$ cat config.mk
export PLATFORM = sky130hd
export DESIGN_NAME = sar_scan_sequencer
export DESIGN_NICKNAME = d
export VERILOG_FILES = /design/src/rtl/sar_scan_sequencer.sv
export SDC_FILE = /design/constraint.sdc
export NUM_CORES = 1
export LEC_CHECK = 0
export CORE_ASPECT_RATIO = 0.7
export CORE_UTILIZATION = 45
export CTS_CLUSTER_SIZE = 28
export DETAILED_ROUTE_END_ITERATION = 16
export MAX_ROUTING_LAYER = met4
export PLACE_DENSITY = 0.8
export SYNTH_ARGS = -nofsm -noshare
export SYNTH_HDL_FRONTEND = slang
export SYNTH_SLANG_ARGS = --single-unit
$ cat constraint.sdc
create_clock -name clock -period 2.7 [get_ports clock]
set_clock_uncertainty 0.15 [all_clocks]
set_input_delay 0.405 -clock clock [delete_from_list [all_inputs] [get_ports clock]]
set_output_delay 0.405 -clock clock [all_outputs]
set_load 0.005 [all_outputs]
$ cat src/rtl/sar_scan_sequencer.sv
// sar_scan_sequencer
// Steps an analog mux through the enabled channels. For each channel it waits
// a settling time, then runs one conversion on the 3-bit SAR and stores the
// result in that channel's slot of the results register.
//
// Ports
//   clock, reset     rising-edge clock, asynchronous active-low reset
//   start            one-cycle scan request, honoured only while idle
//   mode             0 = single scan, 1 = continuous scan
//   stop             one-cycle request to end scanning after the current conversion
//   chEnable[NCH]    channel enable mask, latched when a scan starts
//   nEndCnv          SAR end-of-conversion, high while converting
//   sarData[3]       SAR result, valid when nEndCnv falls
//   nStartCnv        active-low conversion request to the SAR
//   chSel            analog mux select
//   results[3*NCH]   channel i result in bits [3i+2:3i]
//   valid[NCH]       result for channel i is fresh in this scan
//   scanDone         one-cycle pulse at the end of a completed scan
//   busy             high whenever the sequencer is not idle
//   timeoutErr       sticky conversion timeout flag, cleared when a start is accepted
//   fsm_state        current FSM state, for observation
//
// SAR handshake: the sequencer drives nStartCnv low and holds it low until the
// SAR acknowledges by raising nEndCnv; it then releases nStartCnv at once (a
// request still low when the SAR finishes would restart it) and waits for
// nEndCnv to fall, sampling sarData on that cycle. Both phases together are
// bounded by TIMEOUT cycles.
module sar_scan_sequencer #(
  parameter int NCH     = 4,
  parameter int SETTLE  = 2,
  parameter int TIMEOUT = 31
) (
  input  logic                     clock,
  input  logic                     reset,
  input  logic                     start,
  input  logic                     mode,
  input  logic                     stop,
  input  logic [NCH-1:0]           chEnable,
  input  logic                     nEndCnv,
  input  logic [2:0]               sarData,
  output logic                     nStartCnv,
  output logic [$clog2(NCH)-1:0]   chSel,
  output logic [3*NCH-1:0]         results,
  output logic [NCH-1:0]           valid,
  output logic                     scanDone,
  output logic                     busy,
  output logic                     timeoutErr,
  output logic [2:0]               fsm_state
);

  localparam int CW = $clog2(NCH);
  localparam int SW = (SETTLE > 0) ? $clog2(SETTLE + 1) : 1;
  localparam int TW = $clog2(TIMEOUT + 1);

  typedef enum logic [2:0] {
    S_IDLE, S_SELECT, S_SETTLE, S_START, S_WAITACK, S_WAITEND, S_STORE, S_NEXT
  } state_t;

  state_t          state, state_d;
  logic [NCH-1:0]  en_mask, mask_d;
  logic [CW-1:0]   ptr, ptr_d;
  logic [SW-1:0]   scnt, scnt_d;
  logic [TW-1:0]   tcnt, tcnt_d;
  logic [2:0]      data_q, data_d;
  logic            stop_req, stop_d;
  logic            nstart_d, done_d, busy_d, terr_d;
  logic [CW-1:0]   chsel_d;
  logic [3*NCH-1:0] results_d;
  logic [NCH-1:0]  valid_d;
  logic [CW-1:0]   sel_lo;
  logic            higher;
  logic            tmo_hit;

  assign fsm_state = state;
  assign tmo_hit   = (tcnt == TW'(TIMEOUT - 1));

  // Lowest enabled channel at or above the scan pointer.
  always_comb begin
    sel_lo = '0;
    for (int i = NCH - 1; i >= 0; i--) begin
      if (en_mask[i] && (i >= int'(ptr))) sel_lo = CW'(i);
    end
  end

  // Is any enabled channel above the one just converted?
  always_comb begin
    higher = 1'b0;
    for (int i = 0; i < NCH; i++) begin
      if (en_mask[i] && (i > int'(chSel))) higher = 1'b1;
    end
  end

  always_comb begin
    state_d   = state;
    mask_d    = en_mask;
    ptr_d     = ptr;
    scnt_d    = scnt;
    tcnt_d    = tcnt;
    data_d    = data_q;
    stop_d    = stop_req;
    nstart_d  = nStartCnv;
    chsel_d   = chSel;
    results_d = results;
    valid_d   = valid;
    done_d    = 1'b0;
    terr_d    = timeoutErr;

    if ((state != S_IDLE) && stop) stop_d = 1'b1;

    case (state)
      S_IDLE: begin
        if (start) begin
          mask_d  = chEnable;
          valid_d = '0;
          terr_d  = 1'b0;
          ptr_d   = '0;
          if (chEnable == '0) done_d = 1'b1;
          else                state_d = S_SELECT;
        end
      end
      S_SELECT: begin
        chsel_d = sel_lo;
        scnt_d  = SW'(SETTLE);
        state_d = S_SETTLE;
      end
      S_SETTLE: begin
        if (scnt == '0) state_d = S_START;
        else            scnt_d  = scnt - 1'b1;
      end
      S_START: begin
        nstart_d = 1'b0;
        tcnt_d   = '0;
        state_d  = S_WAITACK;
      end
      S_WAITACK: begin
        tcnt_d = tcnt + 1'b1;
        if (nEndCnv) begin
          nstart_d = 1'b1;
          state_d  = S_WAITEND;
        end else if (tmo_hit) begin
          nstart_d = 1'b1;
          terr_d   = 1'b1;
          state_d  = S_NEXT;
        end
      end
      S_WAITEND: begin
        tcnt_d = tcnt + 1'b1;
        // A conversion that ends on the timeout cycle still counts as good.
        if (!nEndCnv) begin
          data_d  = sarData;
          state_d = S_STORE;
        end else if (tmo_hit) begin
          terr_d  = 1'b1;
          state_d = S_NEXT;
        end
      end
      S_STORE: begin
        results_d[3*int'(chSel) +: 3] = data_q;
        valid_d[chSel]                = 1'b1;
        state_d                       = S_NEXT;
      end
      S_NEXT: begin
        if (stop_req) begin
          state_d = S_IDLE;
        end else if (higher) begin
          ptr_d   = chSel + 1'b1;
          state_d = S_SELECT;
        end else begin
          done_d = 1'b1;
          if (mode) begin
            mask_d  = chEnable;
            valid_d = '0;
            ptr_d   = '0;
            state_d = (chEnable == '0) ? S_IDLE : S_SELECT;
          end else begin
            state_d = S_IDLE;
          end
        end
      end
      default: state_d = S_IDLE;
    endcase

    // A stop request never outlives the scan it ended or that ended anyway.
    if (state_d == S_IDLE) stop_d = 1'b0;
    busy_d = (state_d != S_IDLE);
  end

  always_ff @(posedge clock or negedge reset) begin
    if (!reset) begin
      state      <= S_IDLE;
      en_mask    <= '0;
      ptr        <= '0;
      scnt       <= '0;
      tcnt       <= '0;
      data_q     <= '0;
      stop_req   <= 1'b0;
      nStartCnv  <= 1'b1;
      chSel      <= '0;
      results    <= '0;
      valid      <= '0;
      scanDone   <= 1'b0;
      busy       <= 1'b0;
      timeoutErr <= 1'b0;
    end else begin
      state      <= state_d;
      en_mask    <= mask_d;
      ptr        <= ptr_d;
      scnt       <= scnt_d;
      tcnt       <= tcnt_d;
      data_q     <= data_d;
      stop_req   <= stop_d;
      nStartCnv  <= nstart_d;
      chSel      <= chsel_d;
      results    <= results_d;
      valid      <= valid_d;
      scanDone   <= done_d;
      busy       <= busy_d;
      timeoutErr <= terr_d;
    end
  end

endmodule

==> qor.yml, run 1 <==
status: "finished clean"
gp_congestion: 0.870
drive_above_1_share: 0.0952
die_h_um: 59.1
p_per_area_mw_per_mm2: 1100
period_needed_ns: 2.16
setup_ws_ns: 0.543
clock-sinks: 42
dieArea_sq_mm: 0.00493
cts_buffer_depth: 2
worstPathRequired_ns: 2.73
setup_violations: 0
clock-root-buffer: "clkbuf_8"
drt-total-wl_um: 4410
avgRoutedWirePerCell_um: 14.4
clk_pin_slew_worst_paths_ns: 0.08
place_ws_ns: 0.232
dominantRegCellSynth: "dfrtp_1"
vias: 1680
worstPathArrival_ns: 2.18
syn2layout_area_growth_pct: 25.2
worst_pin_slew_ns: 0.936
yosys.area.top_type: "dfrtp_1"
max_slew_margin: 0.376
viasPerCell: 5.47
grt_pass1_vias: 1534
critPathKind: "in -> reg"
reg2reg_depth: 6
total_leakage_power_uw: 0.00111
drt-initial-drc-count: 98
fin_setup_tns_ns: 0
cp-start-kind: "input pin"
grt_antenna_before_repair: 0
n_fill_cell: 392
placed_area_sq_mm: 0.00253
synth_top_cell_area_share: 0.490
ys_warn_count: 0
grt_max_degree: 43
clock.fmax_mhz: 464
num_antenna_cells: 0
htreeDepth: 2
syn_inst: 209
die_w_um: 83.5
fin_nets: 275
grt_overflow: 0
initial_core_util: 0.475
clock_latency_ns: 0.29
drv_slew: 0
hold-worst-slack_ns: 0.101
reg2reg_slack_ns: 0.61
peakVddDrop_mv: 0.542
dp_hpwl_um: 3240
io_pins: 38
cts_buffers: 5
ys_seq_elements: 42
cp_max_fo: 8
synth_edf_count: 0
cts_setup_buffers: 0
synth_area_leaders: "dfrtp_1, ha_1, nand2_1"
avgSynthCellArea_sq_um: 10.0
core_sq_mm: 0.00440
syn-num-nets: 233
total_power_uw: 2900
gr-usage-all-layers: 0.204
fin_crit_sh: 0.799
cp-end-kind: "flip-flop"
rsz0062_at_grt: "no"
cts.repair.resized: 0
grt_first_pass_wirelength_um: 7580
final_cell_area_sq_mm: 0.00262
reg2reg_to: "stop_req$_DFFE_PN0P_"
drc: 0
synth_area_sq_mm: 0.00209
ctsHoldBuffers: 0
rows: 20
drtAntennaViolNets: 0
hold_path_class: "in -> async"
synth_cell_types: 47
portBuffers: 37
finalHoldViolCount: 0
yosysSeqAreaShare: 0.503
r2r-start: "chSel[0]$_DFFE_PN0P_"
synth-async-reset-ratio: 1.00
cts_tree: "built"
drt_first_pass_iters: 4
cap_violations: 0
-- state kept, by name, summed over array words and instances, names as in the netlist --
name / count
stop_req: 1
busy: 1
nStartCnv: 1
en_mask: 4
scnt: 2
fsm_state: 3
data_q: 3
tcnt: 5
ptr: 2
timeoutErr: 1
valid: 4
chSel: 2
scanDone: 1
results: 12
-- cells in the final DEF (no fill, tap or decap), types with 2 or more instances in the layout --
cell type	n
a311oi_1	2
nand4_1	2
clkbuf_8	6
clkdlybuf4s50_1	36
xor2_1	2
nor3_1	3
and3_1	2
a22o_1	3
nor3b_1	3
nor2_1	11
o22ai_1	3
buf_4	5
dfrtp_1	41
clkbuf_1	2
nand2b_1	2
xnor2_1	2
mux2i_1	2
a21boi_0	2
a21oi_1	20
ha_1	11
mux2_2	7
nand2_1	32
inv_1	10
o21ai_0	18
-- final cells by class --
type                    instances  area [sq um]  share of cell area
flip-flops and latches         42          1050               0.401
well taps                      55          68.8              0.0263
clock buffers                   8          90.1              0.0344
multi-input cells             149           966               0.368
repair buffers                 42           403               0.154
inverters                      11          41.3              0.0158
-- worst max path at each step --
stage | startpoint | to | slack (ns) | cells after the start
5_1_grt | chSel[0]$_DFFE_PN0P_ | stop_req$_DFFE_PN0P_ | 0.44 | 6
3_3_place_gp | start | en_mask[0]$_DFFE_PN0P_ | 0.29 | 5
3_5_place_dp | start | en_mask[1]$_DFFE_PN0P_ | 0.23 | 5
6_report | start | en_mask[1]$_DFFE_PN0P_ | 0.54 | 5
2_1_floorplan | chSel[0]$_DFFE_PN0P_ | en_mask[0]$_DFFE_PN0P_ | 0.59 | 6
4_1_cts | start | en_mask[1]$_DFFE_PN0P_ | 0.55 | 5
-- logic make-up (layout without fill, tap and decap cells) --
logic type,after synthesis,after routing,synth area share
flops,42,42,0.503
mux,9,9,0.0472
fa+ha+maj,11,11,0.0657
simple gates,64,64,0.148
compound gates,61,61,0.184
buf+inv,18,61,0.0359
xor+xnor,4,4,0.0167
-- cell usage after synthesis (all sizes together), types with 2 or more instances --
| cell type | number |
|---|---|
| buf | 2 |
| and3 | 2 |
| a21oi | 20 |
| o21ai | 19 |
| clkbuf | 5 |
| dfrtp | 41 |
| nor3b | 3 |
| mux2 | 7 |
| a21boi | 3 |
| ha | 11 |
| nor2 | 11 |
| nand2b | 2 |
| mux2i | 2 |
| nand4 | 2 |
| o22ai | 3 |
| nand2 | 32 |
| inv | 10 |
| a22o | 3 |
| a311oi | 2 |
| xor2 | 2 |
| nor3 | 3 |
| xnor2 | 2 |
-- routing by layer --
layer  GRT usage  wire (um)
met1       0.307       2280
met4      0.0460         31
met3      0.0432        289
met5           -          0
met2       0.281       1810
-- power breakdown --
part	internal, uW	switching [uW]	total [uW]	leakage, uW
clock network	209	207	415	0.0000455
logic	672	692	1360	0.000535
registers	885	232	1120	0.000531
total	1770	1130	2900	0.00111
-- critical path, stage by stage --
cell	delay [ns]
clkdlybuf4s50_1	0.51
or4b_4	0.50
o21ai_2	0.08
a21boi_4	0.31
mux2_2	0.37
-- stage by stage --
step,cells,utilization
floorplan,209,-
global placement,299,0.575
detailed placement,299,0.575
CTS,307,0.595
global route,307,0.595
finish,307,0.595
(Power assumes the default switching activity.)
==> inputs of run 2 (changes only) <==
Settings changed: PLACE_DENSITY 0.8 to 0.83.
Clock period 2.7 ns to 1.89 ns, I/O delays scaled along.
==> qor.yml, run 2 (same netlist as run 1, synthesis figures left out) <==
status: "finished, violations left"
violations: "negative setup slack"
initial_core_util: 0.475  # unchanged
peakVddDrop_mv: 0.764  # +41%
avgRoutedWirePerCell_um: 14.7  # +2.5%
swShare: 0.390  # -0.000636
final_cell_mix: "dfrtp_1, clkdlybuf4s50_1, nand2_1"
gr-usage-all-layers: 0.223  # +0.0194
io_pins: 38  # unchanged
rsz0062_at_grt: "yes"
max_slew_margin: 0.650  # +0.273
dr.max_layer_used: "met4"
fin_setup_tns_ns: -0.0237  # -0.0237 ns
dr_wl_met3_um: 258  # -11%
viasPerCell: 5.35  # -2.3%
core_sq_mm: 0.00440  # unchanged
cp_max_fo: 5  # -3
cts_buffer_depth: 2  # unchanged
wl_met2_um: 2120  # +17%
multi_input_area_sq_mm: 0.00101  # +4.4%
combPwrFrac: 0.511  # +0.040
clock-sinks: 42  # unchanged
grt_antenna_before_repair: 0  # unchanged
clock_latency_ns: 0.30  # about the same
drtAntennaViolNets: 0  # unchanged
largest_register_ffs: 12  # unchanged
setup_ws_ns: -0.0153  # -0.559 ns
portBuffers: 37  # unchanged
largest-register: "results"
fin_crit_sh: 1.01
grt_first_pass_wirelength_um: 8160  # +7.6%
reg.largest.list: "results x12, tcnt x5"
die_w_um: 83.5  # unchanged
regArea_sq_mm: 0.00105  # +0.12%
setup_violations: 3  # +3
drv_slew: 0  # unchanged
layout_commonest_cell: "dfrtp_1"
num_antenna_cells: 0  # unchanged
gp_congestion: 0.841  # -3.3%
die_h_um: 59.1  # unchanged
dp_hpwl_um: 3550  # +9.4%
worstPathRequired_ns: 1.92  # -0.81 ns
worst_pin_slew_ns: 0.526  # -0.410 ns
grt_max_degree: 43  # unchanged
postLayoutCoreUtil: 0.639  # +0.0435
grt_pass1_vias: 1706  # +11%
drive_above_1_share: 0.180  # +0.0849
total_leakage_power_uw: 0.00124  # +11%
critPathKind: "reg -> reg"
cp-end-kind: "flip-flop"
period_needed_ns: 1.91
power.switching_uw: 1710  # +51%
drt_first_pass_iters: 4  # unchanged
intPower_uw: 2670  # +51%
cp-start-kind: "flip-flop"
cts_tree: "built"
htreeDepth: 2  # unchanged
p_seq_frac: 0.362  # -0.024
finalHoldViolCount: 0  # unchanged
grt_overflow: 0  # unchanged
cap_violations: 0  # unchanged
drc: 0  # unchanged
clock.fmax_mhz: 525
p_per_area_mw_per_mm2: 1560  # +41%
drt-total-wl_um: 4820  # +9.2%
wl_met1_um: 2370  # +3.9%
cts_buffers: 5  # unchanged
drt-initial-drc-count: 130  # +33%
dieArea_sq_mm: 0.00493  # unchanged
fin_nets: 295  # +7.3%
hold_path_class: "reg -> reg"
rows: 20  # unchanged
syn2layout_area_growth_pct: 34.4
clockPowerShare: 0.127  # -0.016
n_fill_cell: 349  # -11%
clk_pin_slew_worst_paths_ns: 0.08  # about the same
clock-root-buffer: "clkbuf_8"
vias: 1749  # +4.1%
worstPathArrival_ns: 1.93  # -0.25 ns
run 2: changes by cell type in the layout (fill, tap and decap cells not counted), sizes merged:
cell,delta
buf,+19
clkdlybuf4s50,-2
dlymetal6s2s,+1
dlygate4sd2,+1
dlygate4sd3,+1
run 2: cell type report:
type | instances | area share
clock buffers | 8 | 0.0285
inverters | 11 | 0.0147
multi-input cells | 149 | 0.359
flip-flops and latches | 42 | 0.375
well taps | 55 | 0.0245
repair buffers | 62 | 0.199
run 2: what timing repair did:
item / CTS / global route
pin swaps: 1 / 0
endpoints found under the setup margin: 4 / 16
resized for setup: 1 / 6
buffers inserted: 3 / 0
hold buffers: 1 / 0
endpoints found under the hold margin: 41 / 0
run 2: per-stage QoR:
stage / worst slack (ns) / cell area, sq um / std cells / total power, uW / hold WS [ns]
after detailed placement: -0.345 / 2680 / 315 / 3760 / 0.231
final: -0.0153 / 2810 / 327 / 4380 / 0.337
after global routing: -0.0627 / 2810 / 327 / 4720 / 0.367
after global placement: -0.276 / 2680 / 315 / 3650 / 0.225
after floorplan: -0.0840 / 2120 / 209 / 2840 / -0.162
after CTS: -0.0113 / 2790 / 327 / 4350 / 0.343
run 2: path summary, 6_finish.rpt:
| check | start | endpoint | slack [ns] | cells past startpoint |
|---|---|---|---|---|
| max in group asynchronous | reset | nStartCnv$_DFFE_PN1P_ | 0.76 | 3 |
| hold reg to reg | results[11]$_DFFE_PN0P_ | results[11]$_DFFE_PN0P_ | 0.34 | 2 |
| setup reg to reg | fsm_state[0]$_DFF_PN0_ | en_mask[3]$_DFFE_PN0P_ | -0.02 | 4 |
| setup / recovery | fsm_state[0]$_DFF_PN0_ | en_mask[3]$_DFFE_PN0P_ | -0.02 | 4 |
| hold / removal | results[11]$_DFFE_PN0P_ | results[11]$_DFFE_PN0P_ | 0.34 | 2 |
| min in group asynchronous | reset | valid[1]$_DFFE_PN0P_ | 0.44 | 3 |
run 2: worst max-delay path, cell delays in order (launching register included):
cell and delay, ns:
dfrtp_1 0.39, or4b_4 0.54, o21ai_2 0.09, a21boi_4 0.29, mux2_4 0.33
run 2: power groups by stage:
stage	Clock, uW	Sequential (uW)	Combinational [uW]
global placement	0	1580	2080
CTS	567	1580	2200
global route	608	1640	2460
detailed placement	0	1600	2160
floorplan	0	1560	1280
finish	557	1590	2240
run 2: metal layers:
metal | global-route usage | up-vias
li1 | - | 863
met1 | 0.296 | 829
met2 | 0.335 | 47
met3 | 0.0599 | 10
met4 | 0.0799 | 0
met5 | - | -
==> inputs of run 3 (changes only) <==
Settings changed: PLACE_DENSITY 0.83 to 0.8.
Clock period 1.89 ns to 2 ns, I/O delays scaled along.
==> qor.yml, run 3 (same netlist as run 1, synthesis figures left out) <==
status: "finished clean"
worstPathRequired_ns: 2.03  # +0.11 ns
initial_core_util: 0.475  # unchanged
num_antenna_cells: 0  # unchanged
rows: 20  # unchanged
gp_congestion: 0.893  # +6.1%
cp_top_family: "simple AND/OR/NAND/NOR gates"
grt_antenna_before_repair: 0  # unchanged
setup_violations: 0  # -3
dp_hpwl_um: 3320  # -6.4%
cp_num_buf_inv: 0  # unchanged
max_slew_margin: 0.650  # about the same
cts_tree: "built"
die_w_um: 83.5  # unchanged
total_power_uw: 4140  # -5.6%
clk_pin_slew_worst_paths_ns: 0.08  # about the same
dieArea_sq_mm: 0.00493  # unchanged
drt-initial-drc-count: 101  # -22%
final_cell_area_sq_mm: 0.00277  # -1.6%
drt_first_pass_iters: 4  # unchanged
fin_setup_tns_ns: 0  # +0.0237 ns
clock-sinks: 42  # unchanged
placed_area_sq_mm: 0.00263  # -1.6%
cp-end-kind: "flip-flop"
fin_crit_sh: 0.971  # -0.0369
largest_register_ffs: 12  # unchanged
dpl.cell_count: 308  # -2.2%
reg.largest.list: "results x12, tcnt x5"
cp_max_fo: 5  # unchanged
worst_pin_slew_ns: 0.525  # -0.000687 ns
vias: 1670  # -4.5%
die_h_um: 59.1  # unchanged
grt_first_pass_wirelength_um: 7220  # -12%
hold_path_class: "reg -> reg"
grt_pass1_vias: 1504  # -12%
grt_overflow: 0  # unchanged
p_per_area_mw_per_mm2: 1490  # -4.0%
total_leakage_power_uw: 0.00120  # -2.9%
cp-start-kind: "flip-flop"
portBuffers: 37  # unchanged
syn2layout_area_growth_pct: 32.2
cts_buffer_depth: 2  # unchanged
viasPerCell: 5.24  # -2.1%
stdcell_count: 319  # -2.4%
n_fill_cell: 368  # +5.4%
gr-usage-all-layers: 0.195  # -0.0277
drtAntennaViolNets: 0  # unchanged
worstPathCellList: "ha_1 -> or3b_2 -> nand3_2 -> a21boi_4 -> mux2_4"
io_pins: 38  # unchanged
grt_max_degree: 23  # -47%
drive_above_1_share: 0.144  # -0.0362
core_sq_mm: 0.00440  # unchanged
fin_nets: 287  # -2.7%
drt-total-wl_um: 4490  # -6.9%
clock.fmax_mhz: 515  # -1.9%
largest-register: "results"
peakVddDrop_mv: 0.711  # -6.8%
finalHoldViolCount: 0  # unchanged
place_ws_ns: -0.260  # +0.0850 ns
drv_slew: 0  # unchanged
layout_commonest_cell: "dfrtp_1"
setup_ws_ns: 0.0576  # +0.0729 ns
critPathKind: "reg -> reg"
max_stage_delay_ns: 0.51  # -0.03 ns
slowest_stage: "or3b_2"
htreeDepth: 2  # unchanged
rsz0062_at_grt: "no"
worstPathArrival_ns: 1.97  # +0.04 ns
cts_buffers: 5  # unchanged
cap_violations: 0  # unchanged
final_cell_mix: "dfrtp_1, clkdlybuf4s50_1, nand2_1"
clock-root-buffer: "clkbuf_8"
period_needed_ns: 1.94  # +0.0371 ns
clock_latency_ns: 0.29  # about the same
drc: 0  # unchanged
avgRoutedWirePerCell_um: 14.1  # -4.6%
[run 3: changes by cell type in the layout (fill, tap and decap cells not counted), sizes merged]
cell	before	now
clkdlybuf4s50	34	35
bufinv	0	1
clkbuf	8	7
buf	25	17
dlygate4sd2	1	0
[run 3: worst reg2reg max path, delay by kind of cell (launching register included)]
kind,cells,cell delay [ns]
multiplexers,1,0.31
AND/OR/NAND/NOR,2,0.64
AO/OA/AOI/OAI,1,0.10
adder cells (fa/ha/maj),1,0.21
flip-flops,1,0.42
[run 3: final timing paths]
| path | from | end | slack, ns | cells after the start |
|---|---|---|---|---|
| setup / recovery | chSel[1]$_DFFE_PN0P_ | en_mask[0]$_DFFE_PN0P_ | 0.06 | 5 |
| hold / removal | results[1]$_DFFE_PN0P_ | results[1]$_DFFE_PN0P_ | 0.33 | 2 |
| min in group asynchronous | reset | results[7]$_DFFE_PN0P_ | 0.35 | 2 |
| setup reg to reg | chSel[1]$_DFFE_PN0P_ | en_mask[0]$_DFFE_PN0P_ | 0.06 | 5 |
| max in group asynchronous | reset | chSel[0]$_DFFE_PN0P_ | 0.84 | 3 |
| hold reg to reg | results[1]$_DFFE_PN0P_ | results[1]$_DFFE_PN0P_ | 0.33 | 2 |
[run 3: final cells by class]
class,instances,area [sq um],area share
Clock buffer,7,76.3,0.0276
Sequential cell,42,1050,0.381
Multi-Input combinational cell,149,986,0.356
Tap cell,55,68.8,0.0249
Clock inverter,1,30.0,0.0109
Inverter,11,41.3,0.0149
Timing Repair Buffer,54,510,0.185
[run 3: timing repair]
item | 4_1_cts | 5_1_grt
hold buffers | 1 | 0
setup endpoints to repair | 0 | 7
setup buffers | 0 | 2
gates resized for setup | 0 | 1
endpoints found under the hold margin | 20 | 0
[run 3: layer usage]
metal	share of wire	track usage
met2	0.42	0.282
met1	0.53	0.277
met4	0.0054	0.0508
met3	0.045	0.0501
met5	0	-
[run 3: per-stage QoR]
stage           util  hold WS (ns)
3_5_place_dp   0.598         0.155
6_report       0.628         0.333
5_1_grt        0.628         0.364
4_1_cts        0.624         0.339
2_1_floorplan      -        -0.146
3_3_place_gp   0.598         0.154
[run 3: where the power goes]
| group | leakage, uW | internal [uW] | switching [uW] |
|---|---|---|---|
| Sequential | 0.000530 | 1200 | 289 |
| Clock | 0.0000524 | 374 | 285 |
| Combinational | 0.000620 | 1010 | 982 |
